**src/rtl/fft_pkg.sv**
```systemverilog
// Shared types and helpers for the 64-point FFT output reorder buffer:
// default sizes, bin-index bit reversal and the read-side FSM state type.
package fft_pkg;

  localparam int WIDTH_DEF      = 16;
  localparam int FFT_POINTS_DEF = 64;
  localparam int LOG2N_DEF      = $clog2(FFT_POINTS_DEF);

  // Widest index the bit-reversal helper supports; callers truncate to LOG2N.
  localparam int BITREV_MAX_W = 16;

  typedef enum logic {
    RD_IDLE  = 1'b0,
    RD_BURST = 1'b1
  } rd_state_t;

  function automatic logic [BITREV_MAX_W-1:0] bitrev(
    input logic [BITREV_MAX_W-1:0] v,
    input int                      log2n
  );
    logic [BITREV_MAX_W-1:0] r;
    r = '0;
    for (int i = 0; i < BITREV_MAX_W; i++) begin
      if (i < log2n) r[log2n-1-i] = v[i];
    end
    return r;
  endfunction

endpackage

```
**src/rtl/fft_reorder_ram.sv**
```systemverilog
// Simple dual-port frame memory for the reorder buffer: one write port and one
// registered read port. The read register doubles as the block's data output.
module fft_reorder_ram #(
  parameter int DATA_W = 32,
  parameter int ADDR_W = 7
) (
  input  logic              clk,
  input  logic              reset,
  input  logic              wr_en,
  input  logic [ADDR_W-1:0] wr_addr,
  input  logic [DATA_W-1:0] wr_data,
  input  logic              rd_en,
  input  logic [ADDR_W-1:0] rd_addr,
  output logic [DATA_W-1:0] rd_data
);

  logic [DATA_W-1:0] mem [2**ADDR_W];

  always_ff @(posedge clk) begin
    if (wr_en) mem[wr_addr] <= wr_data;
  end

  // Read data is cleared by reset because it drives the block outputs directly.
  always_ff @(posedge clk or posedge reset) begin
    if (reset)      rd_data <= '0;
    else if (rd_en) rd_data <= mem[rd_addr];
  end

endmodule

```
**src/rtl/fft64_reorder.sv**
```systemverilog
// Bit-reversed to natural-order reorder buffer behind the SDF FFT (ping-pong banks).
// Optional FFT_REORDER_SYNC_EN: in_sof restarts the frame being collected.
module fft64_reorder
  import fft_pkg::*;
#(
  parameter int WIDTH      = WIDTH_DEF,
  parameter int FFT_POINTS = FFT_POINTS_DEF
) (
  input  logic                          clk,
  input  logic                          reset,
  input  logic                          in_en,
  input  logic [WIDTH-1:0]              in_real,
  input  logic [WIDTH-1:0]              in_img,
  input  logic                          in_sof,
  output logic                          out_en,
  output logic [WIDTH-1:0]              out_real,
  output logic [WIDTH-1:0]              out_img,
  output logic [$clog2(FFT_POINTS)-1:0] out_index,
  output logic                          out_last
);

  localparam int LOG2N = $clog2(FFT_POINTS);
  localparam logic [LOG2N-1:0] LAST_IDX = LOG2N'(FFT_POINTS - 1);

  logic [LOG2N-1:0] wcnt;
  logic [LOG2N-1:0] wr_idx;
  logic [LOG2N-1:0] wr_rev;
  logic             wsel;
  logic             sof_restart;
  logic             launch;
  logic [LOG2N-1:0] rcnt;
  rd_state_t        state;
  rd_state_t        state_nxt;
  logic             rd_vld_p0;
  logic [2*WIDTH-1:0] rd_data_p1;

`ifdef FFT_REORDER_SYNC_EN
  assign sof_restart = in_en & in_sof;
`else
  logic sof_unused;
  assign sof_unused  = in_sof;
  assign sof_restart = 1'b0;
`endif

  // Write side: a start-of-frame sample abandons the partial frame in place.
  assign wr_idx = sof_restart ? '0 : wcnt;
  assign wr_rev = LOG2N'(bitrev(BITREV_MAX_W'(wr_idx), LOG2N));
  assign launch = in_en & ~sof_restart & (wcnt == LAST_IDX);

  always_ff @(posedge clk or posedge reset) begin
    if (reset) begin
      wcnt <= '0;
      wsel <= 1'b0;
    end else begin
      if (in_en)  wcnt <= wr_idx + LOG2N'(1);
      if (launch) wsel <= ~wsel;
    end
  end

  // Read FSM: state register
  always_ff @(posedge clk or posedge reset) begin
    if (reset) state <= RD_IDLE;
    else       state <= state_nxt;
  end

  always_comb begin
    state_nxt = state;
    case (state)
      RD_IDLE:  if (launch) state_nxt = RD_BURST;
      RD_BURST: if ((rcnt == LAST_IDX) && !launch) state_nxt = RD_IDLE;
      default:  state_nxt = RD_IDLE;
    endcase
  end

  always_comb begin
    rd_vld_p0 = (state == RD_BURST);
  end

  // rcnt wraps to 0 at the end of a burst, which also covers a chained launch.
  always_ff @(posedge clk or posedge reset) begin
    if (reset)          rcnt <= '0;
    else if (rd_vld_p0) rcnt <= rcnt + LOG2N'(1);
    else                rcnt <= '0;
  end

  fft_reorder_ram #(
    .DATA_W (2*WIDTH),
    .ADDR_W (LOG2N+1)
  ) u_ram (
    .clk     (clk),
    .reset   (reset),
    .wr_en   (in_en),
    .wr_addr ({wsel, wr_rev}),
    .wr_data ({in_real, in_img}),
    .rd_en   (rd_vld_p0),
    .rd_addr ({~wsel, rcnt}),
    .rd_data (rd_data_p1)
  );

  // Stage p1: control aligned with the registered RAM read
  always_ff @(posedge clk or posedge reset) begin
    if (reset) begin
      out_en    <= 1'b0;
      out_index <= '0;
      out_last  <= 1'b0;
    end else begin
      out_en    <= rd_vld_p0;
      out_index <= rcnt;
      out_last  <= rd_vld_p0 & (rcnt == LAST_IDX);
    end
  end

  assign out_real = rd_data_p1[2*WIDTH-1:WIDTH];
  assign out_img  = rd_data_p1[WIDTH-1:0];

endmodule

```
**config.mk**
```make
export PLATFORM = sky130hd
export DESIGN_NAME = fft64_reorder
export DESIGN_NICKNAME = d
export VERILOG_FILES = /design/src/rtl/fft_pkg.sv /design/src/rtl/fft_reorder_ram.sv /design/src/rtl/fft64_reorder.sv
export SDC_FILE = /design/constraint.sdc
export NUM_CORES = 2
export LEC_CHECK = 0
export CORE_MARGIN = 4
export CORE_UTILIZATION = 39
export DETAILED_ROUTE_END_ITERATION = 8
export PLACE_DENSITY_LB_ADDON = 0.25
export SLEW_MARGIN = 20
export SYNTH_ARGS = -nofsm -noshare
export SYNTH_HDL_FRONTEND = slang
export SYNTH_SLANG_ARGS = --single-unit
```
**constraint.sdc**
```tcl
create_clock -name clk -period 5.5 [get_ports clk]
set_input_delay 0.55 -clock clk [delete_from_list [all_inputs] [get_ports clk]]
set_output_delay 0.55 -clock clk [all_outputs]
set_load 0.005 [all_outputs]
```
Yosys cells after proc, flatten, opt, wreduce, memory -nomap -nowiden
Memory sizes are Yosys's and may differ from the RTL's. A register that Yosys moved wholly into a read port is not among the register bits.
Cells that the tools add are included.

word-level totals
  register bits after elaboration = 22
  bits in latches = 0
  bits in writable memories = 4096
  bits in read-only memories = 0
  input bits = 36
  output and inout bits = 40
  word-level logic and storage cells = 24
  memories kept = 1

memory list
  name       words  width  rd ports  clocked after memory_dff  write ports  RTL line               RTL
  u_ram.mem  128    32     1         1                         1            fft_reorder_ram.sv:17  logic [DATA_W-1:0] mem [2**ADDR_W];

operators by class
  add/subtract/negate cells = 2
  $mul = 0
  div/mod/pow operators = 0
  $lt $le $gt $ge = 0
  eq/ne operators = 2
  shift operators = 0
  mux-type cells = 6
  bitwise operators = 4
  reduce and logical (&&, ||, !) cells = 2

operators by type and width
  operator               number
  $add A6 B1 Y6 const B  2
  $eq A6 B6 Y1 const B   2
  $mux W6                1
  $mux W1                4
  $and A1 B1 Y1          2
  $not A1 Y1             2
  $pmux W1 S2            1
  $logic_and A1 B1 Y1    1
  $logic_not A1 Y1       1

Longest topological paths before layout
  depth in word-level cells = 6
  depth in mapped cells = 12
  gate-level depth less buffers = 6

Modules after synthesis
Synthesis repeated with hierarchy kept, for this count alone.

unflattened totals
  cells, all modules = 7679
  area, all modules = 159227.7 um2

modules (own cells, without submodules)
  module           instances  cells each  area each (um2)  seq. area each (um2)
  fft_reorder_ram  1          7619        158438.2         123798.7
  fft64_reorder    1          60          789.5            550.5

Worst setup path before layout
OpenSTA, ideal clock, no wires.

  path type = reg2reg
  start = reg wsel
  end = mem u_ram.mem[82][0] (enable)
  setup time = 461 ps
  arrival time = 3474 ps
  required time = 5039 ps
  path slack = 1565 ps
  stages on the path, launching flop included = 5
  buffers on the path = 1
  period minus slack after synthesis = 3935 ps
  cell sequence = dfrtp_1 -> clkbuf_1 -> nor2b_1 -> nand3_1 -> nor3_1

RTL lines
  what                    RTL line               RTL
  start, declared         fft64_reorder.sv:28    logic wsel;
  start signal, assigned  fft64_reorder.sv:56    if (launch) wsel <= ~wsel;
  end, declared           fft_reorder_ram.sv:17

No word-level cell before the write port.

==> flow_summary.toml <==
[detailed_routing]
number_of_vias_after_detailed_routing = 79000
drt_iter0_markers = 9375
wl_mm = 446
routedWlPerCell_microns = 32.2
post-route-drc-count = 0
drt_pass1_iterations = 5
avgViaCountPerCell = 5.71
postRouteAntennaNets = 0

[floorplan]
core.rowCount = 234
dieHeight_microns = 647
die_w_microns = 647
die_area_sq_mm = 0.419
start_util_pct = 39.2
core_area_sq_mm = 0.407
design.portCount = 76

[clock_tree]
clock_latency_ns = 1.02
worst_setup_hold_path_clk_slew_ns = 0.06
cts_resized = 0
ctsRootBufferMaster = "clkbuf_16"
number_of_buffers_between_clock_root_and_the_deepest_sink = 4
number_of_clock_sinks_seen_by_cts = 4150
cts_buffers = 430
cts.htree.levels = 5
tritoncts = "done"
cts_hold_buffers_added = 2
postCtsSetupBuffers = 0

[grt]
total_overflow_reported_by_the_global_router = 0
number_of_global_route_vias_before_repair = 79400
antenna_violations_before_repair = 36
first_pass_grt_wire_length_mm = 621
grt_start_max_net_pins = 108
grt_use_total_pct = 20.9

[critical_path]
worst-path-max-fanout = 49
arrival_ns = 5.47
rr_worst_depth = 9
crit_cells = 9
worst-setup-path-type = "flip-flop to flip-flop"
slowest_delay_ns = 1.20
path_buf_inv = 3
cpMaxStageDelayCell = "dfrtp_4"
worstReg2RegStart = "rcnt[0]"
worst_ep_required_time_ns = 6.35
endpoint_kind = "flip-flop"
worstSetupStartpointType = "flip-flop"
cp_cell_sequence = "buf_12, buf_12, mux4_2, a22o_1, a221oi_1, a22oi_1, o21ai_0, buf_4, o21ai_0"
critical_path.reg2reg.endpoint = "u_ram.rd_data[18]"
crit_end = "u_ram.rd_data[18]"
cp-startpoint = "rcnt[0]"
r2r_setup_slack_ns = 0.88
cell_class_contributing_the_biggest_share_of_worst_path_delay = "compound AO/OA/AOI/OAI gates"

[cells_and_area]
instances_no_fill = 13800
area_growth_pct = 14.7
postLayoutCellArea_sq_mm = 0.183
layout_cell_share_with_drive_strength_beyond_1_pct = 23.1
final_cell_mix = "4096 x edfxtp_1, 840 x mux2i_1, 664 x mux4_2"
design.final.nets = 8067
layout_commonest_cell = "edfxtp_1"

[sta]
hold_viol = 0
finalCriticalPeriod_ns = 4.62
setup_total_negative_slack_ns = 0
relSlewSlack_pct = 20.8
setup_viol = 0
fmaxAchievable_ghz = 0.216
fin_crit_sh_pct = 84.0
setup_repair_after_global_routing_missed_its_margin = "false"
tightestPinTransition_ns = 1.19
final_max_slew_viol_count = 0
final_setup_skew_ns = 0.0759

[logic_synthesis]
yosysSeqAreaShare_pct = 78.0
synth_largest_area_cell = "edfxtp_1"
postSynthCellCount = 7569
async_set_reset_flop_share_out_of_synthesis_pct = 1.30
synth-warning-count = 0
synthTopCellsByArea = "edfxtp_1 77%, mux4_2 9.4%, mux2i_1 5.3%"
postSynthNetCount = 7607
synth.lib_cells_used.distinct = 53
synth_flop_cell = "edfxtp_1"
synth_top_cell_area_share_pct = 77.1
mappedNetlistArea_sq_mm = 0.159
syn_avg_cell_area_sq_um = 21.1
synth_edf_count = 4096
ys_seq_elements = 4150

[outcome]
run_status = "complete, no violations"

[flow_run]
maxCapViolations = 0

[min_path]
worstHoldPathType = "primary input to flip-flop"
min_path_cells = 1

[placement]
final_wtd_congestion = 0.834
count_of_port_buffers_added_during_placement = 74
place_inst = 13000
dpl_cell_area_sq_mm = 0.169
placed_wire_length_estimate_mm = 263

[power]
worst_ir_drop_vdd_uv = 266
p_per_area_mw_per_mm2 = 393
leakage_power_nw = 53.9
totalPowerFinal_mw = 71.9
## registers in the layout (all words and copies together), names as in the netlist
name and cells:
u_ram.mem 4096, u_ram.rd_data 32, wcnt 6, rd_vld_p0 1, rcnt 6, out_last 1
out_en 1, out_index 6, wsel 1
## synthesized netlist by cell type, drive strengths merged, types with 47 or more instances
master	instances
a211oi	96
a22oi	150
buf	299
clkbuf	156
dfrtp	54
edfxtp	4096
mux2i	840
mux4	664
nand2	47
nand3	69
nor2	229
nor2b	63
nor3	129
o21ai	104
o221ai	51
o22ai	204
## worst reg2reg max path, cell delays in order (launching register included)
cell	delay, ns
dfrtp_4	1.20
buf_12	0.34
buf_12	0.41
mux4_2	0.64
a22o_1	0.24
a221oi_1	0.44
a22oi_1	0.41
o21ai_0	0.44
buf_4	0.27
o21ai_0	0.08
## layer usage
layer | global-route usage [%] | up-vias | wire [microns]
li1 | - | 32700 | -
met4 | 6.97 | 4 | 15700
met1 | 28.3 | 42600 | 180000
met2 | 34.9 | 3107 | 220000
met5 | 0 | - | 27
met3 | 2.74 | 672 | 30000
## final cells by class
class / count / area, sq um
clock inverters: 241 / 2330
multi-input cells: 2945 / 33500
flip-flops and latches: 4150 / 124000
diodes: 18 / 45.0
inverters: 19 / 72.6
repair buffers: 483 / 4300
well taps: 5428 / 6790
fillers: 34000 / 224000
clock buffers: 553 / 11500
## where the power goes
part | leakage, nW | internal (mW) | switching [mW]
sequential | 37.5 | 35.5 | 0.550
clock | 6.75 | 16.4 | 12.1
combinational | 9.65 | 2.95 | 4.44
## worst min-delay path by stage
stage	endpoint	startpoint	slack [ns]
6_report	u_ram.mem[68][19]	in_real[3]	0.04
5_1_grt	u_ram.mem[68][19]	in_real[3]	0.02
4_1_cts	u_ram.mem[77][28]	in_real[12]	0.07
3_5_place_dp	u_ram.rd_data[20]	u_ram.rd_data[20]	0.58
3_3_place_gp	u_ram.rd_data[31]	u_ram.rd_data[31]	0.60
2_1_floorplan	out_en	rd_vld_p0	0.35
## stage by stage
| stage | hold WS (ns) | setup slack [ns] | util [%] |
|---|---|---|---|
| final | 0.0357 | 0.879 | 45.0 |
| after global routing | 0.0165 | 0.746 | 45.0 |
| after CTS | 0.0714 | 0.864 | 44.9 |
| after detailed placement | 0.582 | 0.891 | 41.5 |
| after global placement | 0.600 | 0.904 | 41.5 |
| after floorplan | 0.352 | 1.57 | - |
## cells by family (layout without fill, tap and decap cells)
logic type	count (synthesis)	in the layout	synth area share (%)
buf+inv	474	1296	1.72
compound gates	823	823	3.66
mux	1546	1546	14.9
flops	4150	4150	78.0
xor+xnor	10	10	0.0549
fa+ha+maj	2	2	0.0157
other cells	0	18	0
simple gates	564	564	1.63
(Power assumes the default switching activity.)
